==> src/rtl/interval_scheduler_pkg.sv <==
// Shared types and helpers for interval_scheduler: FSM states, counter width
// default and the round-robin winner picker.
package interval_sched_pkg;

    localparam int CNT_W_DEF = 8;
    localparam int MAX_REQ   = 8;
    localparam int IDX_W     = 3;

    typedef enum logic [1:0] {
        IDLE,
        LOAD,
        RUN,
        DONE
    } state_t;

    typedef struct packed {
        logic             valid;
        logic [IDX_W-1:0] idx;
    } pick_t;

    // Requests above 'last' win first; if none, the lowest set request wins,
    // which makes the requester just served the lowest priority.
    function automatic pick_t rr_pick(input logic [MAX_REQ-1:0] reqs,
                                      input logic [IDX_W-1:0]   last);
        logic [MAX_REQ-1:0] upper;
        logic [MAX_REQ-1:0] masked;
        pick_t              p;
        upper  = ~((8'd2 << last) - 8'd1);
        masked = reqs & upper;
        p      = '0;
        for (int i = MAX_REQ - 1; i >= 0; i--) begin
            if (reqs[i]) begin
                p.valid = 1'b1;
                p.idx   = IDX_W'(i);
            end
        end
        for (int i = MAX_REQ - 1; i >= 0; i--) begin
            if (masked[i]) begin
                p.idx = IDX_W'(i);
            end
        end
        return p;
    endfunction

endpackage

==> src/rtl/interval_scheduler_if.sv <==
// Requester-side bus of interval_scheduler. The abort/aborted pair exists
// only when INTERVAL_SCHED_ABORT_EN is defined.
interface interval_scheduler_if #(
    parameter int N_REQ = 4,
    parameter int CNT_W = 8
);

    logic [N_REQ-1:0]       req;
    logic [N_REQ*CNT_W-1:0] len;
    logic [N_REQ-1:0]       grant;
    logic [N_REQ-1:0]       done;
    logic                   busy;
    logic [CNT_W-1:0]       cnt;
`ifdef INTERVAL_SCHED_ABORT_EN
    logic                   abort;
    logic                   aborted;

    modport master (
        output req, len, abort,
        input  grant, done, busy, cnt, aborted
    );

    modport slave (
        input  req, len, abort,
        output grant, done, busy, cnt, aborted
    );
`else
    modport master (
        output req, len,
        input  grant, done, busy, cnt
    );

    modport slave (
        input  req, len,
        output grant, done, busy, cnt
    );
`endif

endinterface

==> src/rtl/interval_scheduler_counter.sv <==
// interval_counter: loadable increment-only counter shared by all requesters;
// tcount flags the all-ones value.
module interval_counter #(
    parameter int CNT_W = 8
) (
    input  logic             clk,
    input  logic             reset,
    input  logic             load,
    input  logic [CNT_W-1:0] preset,
    input  logic             en,
    output logic [CNT_W-1:0] cnt,
    output logic             tcount
);

    always_ff @(posedge clk or negedge reset) begin
        if (!reset) begin
            cnt <= '0;
        end else if (load) begin
            cnt <= preset;
        end else if (en) begin
            cnt <= cnt + CNT_W'(1);
        end
    end

    assign tcount = &cnt;

endmodule

==> src/rtl/interval_scheduler.sv <==
// Round-robin scheduler sharing one interval_counter among N_REQ requesters.
// Optional abort support is compiled in with INTERVAL_SCHED_ABORT_EN.
module interval_scheduler
    import interval_sched_pkg::*;
#(
    parameter int N_REQ = 4,
    parameter int CNT_W = CNT_W_DEF
) (
    input  logic                 clk,
    input  logic                 reset,
    interval_scheduler_if.slave  bus
);

    localparam logic [IDX_W-1:0] LAST_RST = IDX_W'(N_REQ - 1);

    state_t             state;
    state_t             state_next;
    logic [IDX_W-1:0]   last_served;
    logic [IDX_W-1:0]   last_next;
    logic [MAX_REQ-1:0] req_pad;
    pick_t              pick;
    logic [CNT_W-1:0]   len_sel;
    logic [CNT_W-1:0]   cnt_val;
    logic               tcount;
    logic               cnt_load;
    logic               cnt_en;
    logic [N_REQ-1:0]   owner_hot;
`ifdef INTERVAL_SCHED_ABORT_EN
    logic               abort_hit;
    logic               aborted_q;
`endif

    always_comb begin
        req_pad              = '0;
        req_pad[N_REQ-1:0]   = bus.req;
        pick                 = rr_pick(req_pad, last_served);
    end

    // last_served doubles as the current winner from LOAD through DONE.
    assign len_sel = bus.len[last_served*CNT_W +: CNT_W];

    always_comb begin
        state_next = state;
        last_next  = last_served;
        cnt_load   = 1'b0;
        cnt_en     = 1'b0;
        case (state)
            IDLE: begin
                if (pick.valid) begin
                    state_next = LOAD;
                    last_next  = pick.idx;
                end
            end
            LOAD: begin
                cnt_load   = 1'b1;
                state_next = RUN;
            end
            RUN: begin
                if (tcount) begin
                    state_next = DONE;
                end else begin
                    cnt_en = 1'b1;
                end
            end
            DONE: begin
                state_next = IDLE;
            end
            default: begin
                state_next = IDLE;
            end
        endcase
`ifdef INTERVAL_SCHED_ABORT_EN
        abort_hit = bus.abort && ((state == LOAD) || (state == RUN));
        if (abort_hit) begin
            state_next = IDLE;
        end
`endif
    end

    always_ff @(posedge clk or negedge reset) begin
        if (!reset) begin
            state       <= IDLE;
            last_served <= LAST_RST;
        end else begin
            state       <= state_next;
            last_served <= last_next;
        end
    end

`ifdef INTERVAL_SCHED_ABORT_EN
    always_ff @(posedge clk or negedge reset) begin
        if (!reset) begin
            aborted_q <= 1'b0;
        end else begin
            aborted_q <= abort_hit;
        end
    end

    assign bus.aborted = aborted_q;
`endif

    // preset = all-ones - len, so the count reaches all-ones after len RUN cycles.
    interval_counter #(
        .CNT_W (CNT_W)
    ) u_counter (
        .clk    (clk),
        .reset  (reset),
        .load   (cnt_load),
        .preset (~len_sel),
        .en     (cnt_en),
        .cnt    (cnt_val),
        .tcount (tcount)
    );

    assign owner_hot = N_REQ'(1) << last_served;
    assign bus.grant = (state != IDLE) ? owner_hot : '0;
    assign bus.done  = (state == DONE) ? owner_hot : '0;
    assign bus.busy  = (state != IDLE);
    assign bus.cnt   = cnt_val;

endmodule

==> src/flat_wrapper.sv <==
// flat-port wrapper written by rule: the top's interface ports become plain ports
module interval_scheduler_flat import interval_sched_pkg::*;
#(
    parameter int N_REQ = 4,
    parameter int CNT_W = CNT_W_DEF
)
  (clk, reset, bus_req, bus_len, bus_grant, bus_done, bus_busy, bus_cnt);
  interval_scheduler_if #(.N_REQ(N_REQ), .CNT_W(CNT_W)) bus_i ();
  input  logic clk;
  input  logic reset;
  input wire logic [$bits(bus_i.req)-1:0] bus_req;
  input wire logic [$bits(bus_i.len)-1:0] bus_len;
  output wire logic [$bits(bus_i.grant)-1:0] bus_grant;
  output wire logic [$bits(bus_i.done)-1:0] bus_done;
  output wire logic [$bits(bus_i.busy)-1:0] bus_busy;
  output wire logic [$bits(bus_i.cnt)-1:0] bus_cnt;
  assign bus_i.req = bus_req;
  assign bus_i.len = bus_len;
  assign bus_grant = bus_i.grant;
  assign bus_done = bus_i.done;
  assign bus_busy = bus_i.busy;
  assign bus_cnt = bus_i.cnt;
  interval_scheduler #(.N_REQ(N_REQ), .CNT_W(CNT_W)) u_core (.clk(clk), .reset(reset), .bus(bus_i));
endmodule
==> config.mk <==
export PLATFORM = sky130hd
export DESIGN_NAME = interval_scheduler_flat
export DESIGN_NICKNAME = d
export VERILOG_FILES = /design/src/rtl/interval_scheduler_pkg.sv /design/src/rtl/interval_scheduler_if.sv /design/src/rtl/interval_scheduler_counter.sv /design/src/rtl/interval_scheduler.sv /design/src/flat_wrapper.sv
export SDC_FILE = /design/constraint.sdc
export NUM_CORES = 1
export LEC_CHECK = 0
export BUFFER_PORTS_ARGS = -buffer_cell sky130_fd_sc_hd__buf_2
export CAP_MARGIN = 20
export CORE_UTILIZATION = 44
export DETAILED_ROUTE_END_ITERATION = 6
export PLACE_DENSITY = 0.75
export SKIP_LAST_GASP = 1
export SYNTH_ARGS = -nofsm -noshare
export SYNTH_HDL_FRONTEND = slang
export SYNTH_SLANG_ARGS = --single-unit
==> constraint.sdc <==
create_clock -name clk -period 2.4 [get_ports clk]
set_input_delay 0.48 -clock clk [delete_from_list [all_inputs] [get_ports clk]]
set_output_delay 0.48 -clock clk [all_outputs]
set_load 0.01 [all_outputs]
==> results of run 1 <==
through the flow:
stage	power, W	hold WS, ns
5_1_grt	0.00179	0.0953
3_5_place_dp	0.00149	0.371
2_1_floorplan	0.00119	0.184
3_3_place_gp	0.00144	0.368
6_report	0.00164	0.0719
4_1_cts	0.00165	0.0775
final cells by class:
cell class / instances / area, um^2
clock buffers: 4 / 36.3
inverters: 6 / 22.5
multi-input cells: 78 / 673
repair buffers: 54 / 270
fillers: 193 / 851
flip-flops and latches: 12 / 303
well taps: 28 / 35.0
cells in the final DEF (no fill, tap or decap), types with 5 or more instances in the layout:
cell type  Yosys  final
buf_2          1     54
dfrtp_1       10     10
mux4_2         8      8
inv_1          6      6
nand2_1        6      6
nor2_1         6      6
ha_1           6      6
nor3_1         5      5
o21ai_0        5      5
mux2i_1        5      5
a21oi_1        5      5
logic make-up after synthesis:
| family | Yosys count |
|---|---|
| AOI/OAI and AO/OA | 23 |
| xor gates and xnor gates | 3 |
| adders and majority gates | 6 |
| buffers and inverters | 11 |
| DFF | 12 |
| muxes | 14 |
| and+or+nand+nor | 32 |
critical path: cells and delay by family (launching register included):
kind,cells,cell delay (ns)
adders and majority gates,1,0.30
buffers and inverters,3,0.39
DFF,1,0.43
and+or+nand+nor,1,0.20
final timing paths:
| check | startpoint | endpoint | slack [ns] | depth (start not counted) |
|---|---|---|---|---|
| min reg2reg | u_core.state[1] | u_core.state[1] | 0.61 | 1 |
| max reg2reg | u_core.state[0] | u_core.u_counter.cnt[5] | 0.54 | 6 |
| min in group clk | bus_req[2] | u_core.last_served[1] | 0.54 | 3 |
| max | u_core.state[1] | bus_grant[3] | 0.32 | 5 |
| max in group asynchronous | reset | u_core.last_served[1] | 2.06 | 1 |
| min | reset | u_core.state[0] | 0.07 | 1 |
flip-flops by register name, summed over array words and instances (netlist names):
register              flops
u_core.u_counter.cnt      8
u_core.state              2
u_core.last_served        2
per-layer routing:
| metal | global-route usage (%) | vias to the layer above | share of wire, % | wire length (um) |
|---|---|---|---|---|
| li1 | - | 486 | - | - |
| met1 | 28.9 | 471 | 44 | 1070 |
| met2 | 36.9 | 33 | 51 | 1230 |
| met3 | 1.82 | 2 | 4.6 | 111 |
| met4 | 7.14 | 0 | 0.78 | 19 |
| met5 | 0 | - | 0 | 0 |
power by group through the flow:
stage          clock network, W  registers [W]  logic (W)
4_1_cts                0.000162       0.000545   0.000944
3_5_place_dp                  0       0.000548   0.000940
6_report               0.000159       0.000543   0.000936
3_3_place_gp                  0       0.000530   0.000909
5_1_grt                0.000170       0.000582    0.00104
2_1_floorplan                 0       0.000456   0.000739
==> results.toml, run 1 <==
[status]
status = "finished, final reports clean"

[timing]
slew_headroom_pct = 72.9
final.setup.tns_ns = 0
hold_viol = 0
fin_crit_ns = 2.08
fmax_ghz = 0.482
finalWorstSetupSlack_ns = 0.324
slew_violations = 0
finalClockSkew_ns = 0.000860
finalSetupViolations = 0
period_share_pct = 86.5
worst_slew_pin_slew_ns = 0.404
grt_setup_unrepaired = "no"

[synthesis]
avgSynthCellArea_um2 = 10.1
synth-compound-area-share_pct = 14.9
synthMuxAreaShare_pct = 24.0
synthDistinctLibCells = 36
synth_xor_area_share_pct = 2.57
synth.most_common_cell = "dfrtp_1"
synth_area_leaders = "dfrtp_1 24%, mux4_2 18%, ha_1 7.3%"
synth_common_cells = "10 x dfrtp_1, 8 x mux4_2"
synth_async_sr_flop_share_pct = 100
ys.flop_type = "dfrtp_1"
syn_area_um2 = 1020
synthSimpleGateAreaFrac_pct = 17.0
synth_edf_count = 0
ys_ff_latch = 12
synth.top_cell.area_share_pct = 24.5
synthAdderAreaFrac_pct = 7.34
yosysSeqAreaShare_pct = 29.6
yosys.area.top_type = "dfrtp_1"
synth_top_family_by_area = "multiplexers"
yosys_warnings = 0
syn_nets = 145
syn_inst = 101

[drt]
drt_first_pass_iters = 6
avgViaCountPerCell = 5.45
wire_per_inst_um = 13.4
routed_wl_um = 2430
ant_nets = 0
via_count = 992
drt-initial-drc-count = 18
drc = 0

[clock_tree]
clk_pin_slew_ns = 0.08
post_cts_resized = 0
post_cts_buffers = 0
clk_latency_ns = 0.27
cts_tree = "done"
h-tree-depth = 1
clockBufferDepth = 2
cts_root_buffer = "clkbuf_4"
cts_made_buffers = 3
clock-sinks = 12
ctsHoldBuffers = 0

[critical_path]
cp.arrival_ns = 1.60
path_cells = "inv_1 > ha_1 > inv_1 > and3_1 > buf_2"
path_max_fanout = 7
startpoint_type = "register"
crit_required_ns = 1.92
cpMaxStageDelayCell = "dfrtp_1"
slowest_delay_ns = 0.43
crit_path_frequent_cell = "inv_1"
worstSetupPathType = "reg -> out"
critPathCaptureType = "output pin"

[final_layout]
final_nets = 199
final_cells = 182
final_core_utilization_pct = 61.2
final_area_um2 = 1340
layout-drive-gt1-share_pct = 48.1
area_growth_pct = 31.1
antennaDiodeCount = 0

[global_routing]
grt_max_degree = 20
grt_pass1_wl_um = 4130
overflow = 0
antenna_found_initial = 0
first_global_vias = 933
track_usage_pct = 21.7

[placement]
portBuffers = 54
place_ws_ns = 0.505
dpl.cell_count = 178
gp_congestion = 0.835
placed_area_um2 = 1300
place.detailed.hpwl_um = 1970

[die]
die_h_um = 50.2
boundaryPins = 55
die_x_um = 50.2
fp.coreArea_um2 = 2190
start_util_pct = 46.7
die_area_um2 = 2520
rows = 17

[pwr]
power.internal_w = 0.000907
sequentialPowerShare_pct = 33.1
swShare_pct = 44.7
p_sw_w = 0.000732
ir_worst_vdd_mv = 0.679
p_comb_share_pct = 57.1
total_leakage_power_nw = 0.662
power_frac_clock_pct = 9.7
cellPowerDensity_nw_per_um2 = 1220

[hold_path]
hp-class = "in -> async"

[run]
maxCapViolations = 0
No activity file was read; power rests on OpenSTA's default activity.
==> run 2: changes to the inputs <==
CORE_MARGIN = 5   (was unset)
REMOVE_ABC_BUFFERS = 1   (was unset)
SETUP_SLACK_MARGIN = 0.05   (was unset)
==> run 2 against run 1 <==
Against the previous run: final cell count did not move; non-clock buffer count stayed put; largest power group unchanged; highest routed layer is now met3; largest cell class unchanged; global-route usage down 5.5 points; maximum frequency is 0.45% higher.
==> results.toml, run 2 (same netlist as run 1, synthesis figures left out) <==
[global_routing]
track_usage_pct = 16.2
first_global_vias = 1037
grt_max_degree = 20
antenna_found_initial = 0
grt_pass1_wl_um = 4260
overflow = 0

[critical_path]
path_max_fanout = 16
cp.depth = 3
path_cells = "inv_1 > and3_1 > buf_2"
reg2reg_depth = 6
startpoint_type = "register"
crit_buf_inv = 2
cp.arrival_ns = 1.59
crit_required_ns = 1.92
critPathCaptureType = "output pin"
slowest_delay_ns = 0.79
worstSetupPathType = "reg -> out"
cp_top_family = "flip-flops"
cpMaxStageDelayCell = "dfstp_2"

[die]
boundaryPins = 55
die_h_um = 58.2
rows = 17
die_x_um = 58.2
die_area_um2 = 3390
fp.coreArea_um2 = 2210
start_util_pct = 46.2

[clock_tree]
ctsHoldBuffers = 0
post_cts_resized = 0
h-tree-depth = 1
cts_root_buffer = "clkbuf_4"
clock-sinks = 12
clk_latency_ns = 0.27
post_cts_buffers = 0
cts_made_buffers = 3
clk_pin_slew_ns = 0.08
cts_tree = "done"
clockBufferDepth = 2

[final_layout]
layout_common_cells = "54 x buf_2, 10 x dfrtp_1, 8 x mux4_2"
top_regs = "u_core.u_counter.cnt: 8 flops, u_core.last_served: 2 flops, u_core.state: 2 flops"
final_core_utilization_pct = 60.6
mostFrequentLayoutCell = "buf_2"
antennaDiodeCount = 0
layout-drive-gt1-share_pct = 48.1
area_growth_pct = 31.1
largest-register = "u_core.u_counter.cnt"
largest_register_ffs = 8
final_nets = 199

[drt]
routed_wl_um = 2730
drt_first_pass_iters = 4
drc = 0
wire_per_inst_um = 15.0
via_count = 1014
drt-initial-drc-count = 31
ant_nets = 0
avgViaCountPerCell = 5.57

[timing]
finalClockSkew_ns = 0.00456
slew_headroom_pct = 72.7
slew_violations = 0
final.setup.tns_ns = 0
fin_crit_ns = 2.07
grt_setup_unrepaired = "no"
hold_viol = 0
finalSetupViolations = 0
worst_slew_pin_slew_ns = 0.406
period_share_pct = 86.1
fmax_ghz = 0.484

[pwr]
total_leakage_power_nw = 0.662
cellPowerDensity_nw_per_um2 = 1230
ir_worst_vdd_mv = 0.739

[hold_path]
hp-class = "in -> async"

[run]
maxCapViolations = 0

[placement]
portBuffers = 54
gp_congestion = 0.753
place.detailed.hpwl_um = 2240

[status]
status = "finished, final reports clean"
[run 2: path summary, 6_finish.rpt]
check,start,endpoint,slack (ns)
worst max-delay path,u_core.last_served[0],bus_grant[2],0.33
worst min-delay path,reset,u_core.state[0],0.06
worst max register to register,u_core.state[0],u_core.u_counter.cnt[5],0.55
worst min register to register,u_core.state[1],u_core.state[1],0.61
max in group asynchronous,reset,u_core.last_served[0],2.06
min in group clk,bus_req[2],u_core.last_served[1],0.53
[run 2: per-layer routing]
metal	GRT usage, %	share of wire (%)	routed length, um
met5	0	0	0
met1	16.6	39	1060
met2	30.0	54	1470
met4	9.60	0	0
met3	3.12	7.2	197
[run 2: layout make-up]
| class | instances | area, um^2 |
|---|---|---|
| Multi-Input combinational cell | 78 | 673 |
| Inverter | 6 | 22.5 |
| Tap cell | 28 | 35.0 |
| Fill cell | 218 | 872 |
| Clock buffer | 4 | 36.3 |
| Sequential cell | 12 | 303 |
| Timing Repair Buffer | 54 | 270 |
[run 2: stage by stage]
step	instance area [um^2]	instances	setup slack [ns]	total power, W	hold WS, ns
final	1340	182	0.333	0.00165	0.0628
after global routing	1340	182	0.238	0.00178	0.0760
after CTS	1340	182	0.307	0.00166	0.0730
after detailed placement	1300	178	0.514	0.00150	0.372
after global placement	1300	178	0.536	0.00144	0.370
after floorplan	998	96	0.668	0.00117	0.184
[run 2: power breakdown]
part	switching, W	internal (W)	total (W)	leakage (nW)
sequential	0.000220	0.000327	0.000547	0.138
clock	0.0000727	0.0000921	0.000165	0.0210
combinational	0.000452	0.000489	0.000941	0.503
total	0.000745	0.000909	0.00165	0.662
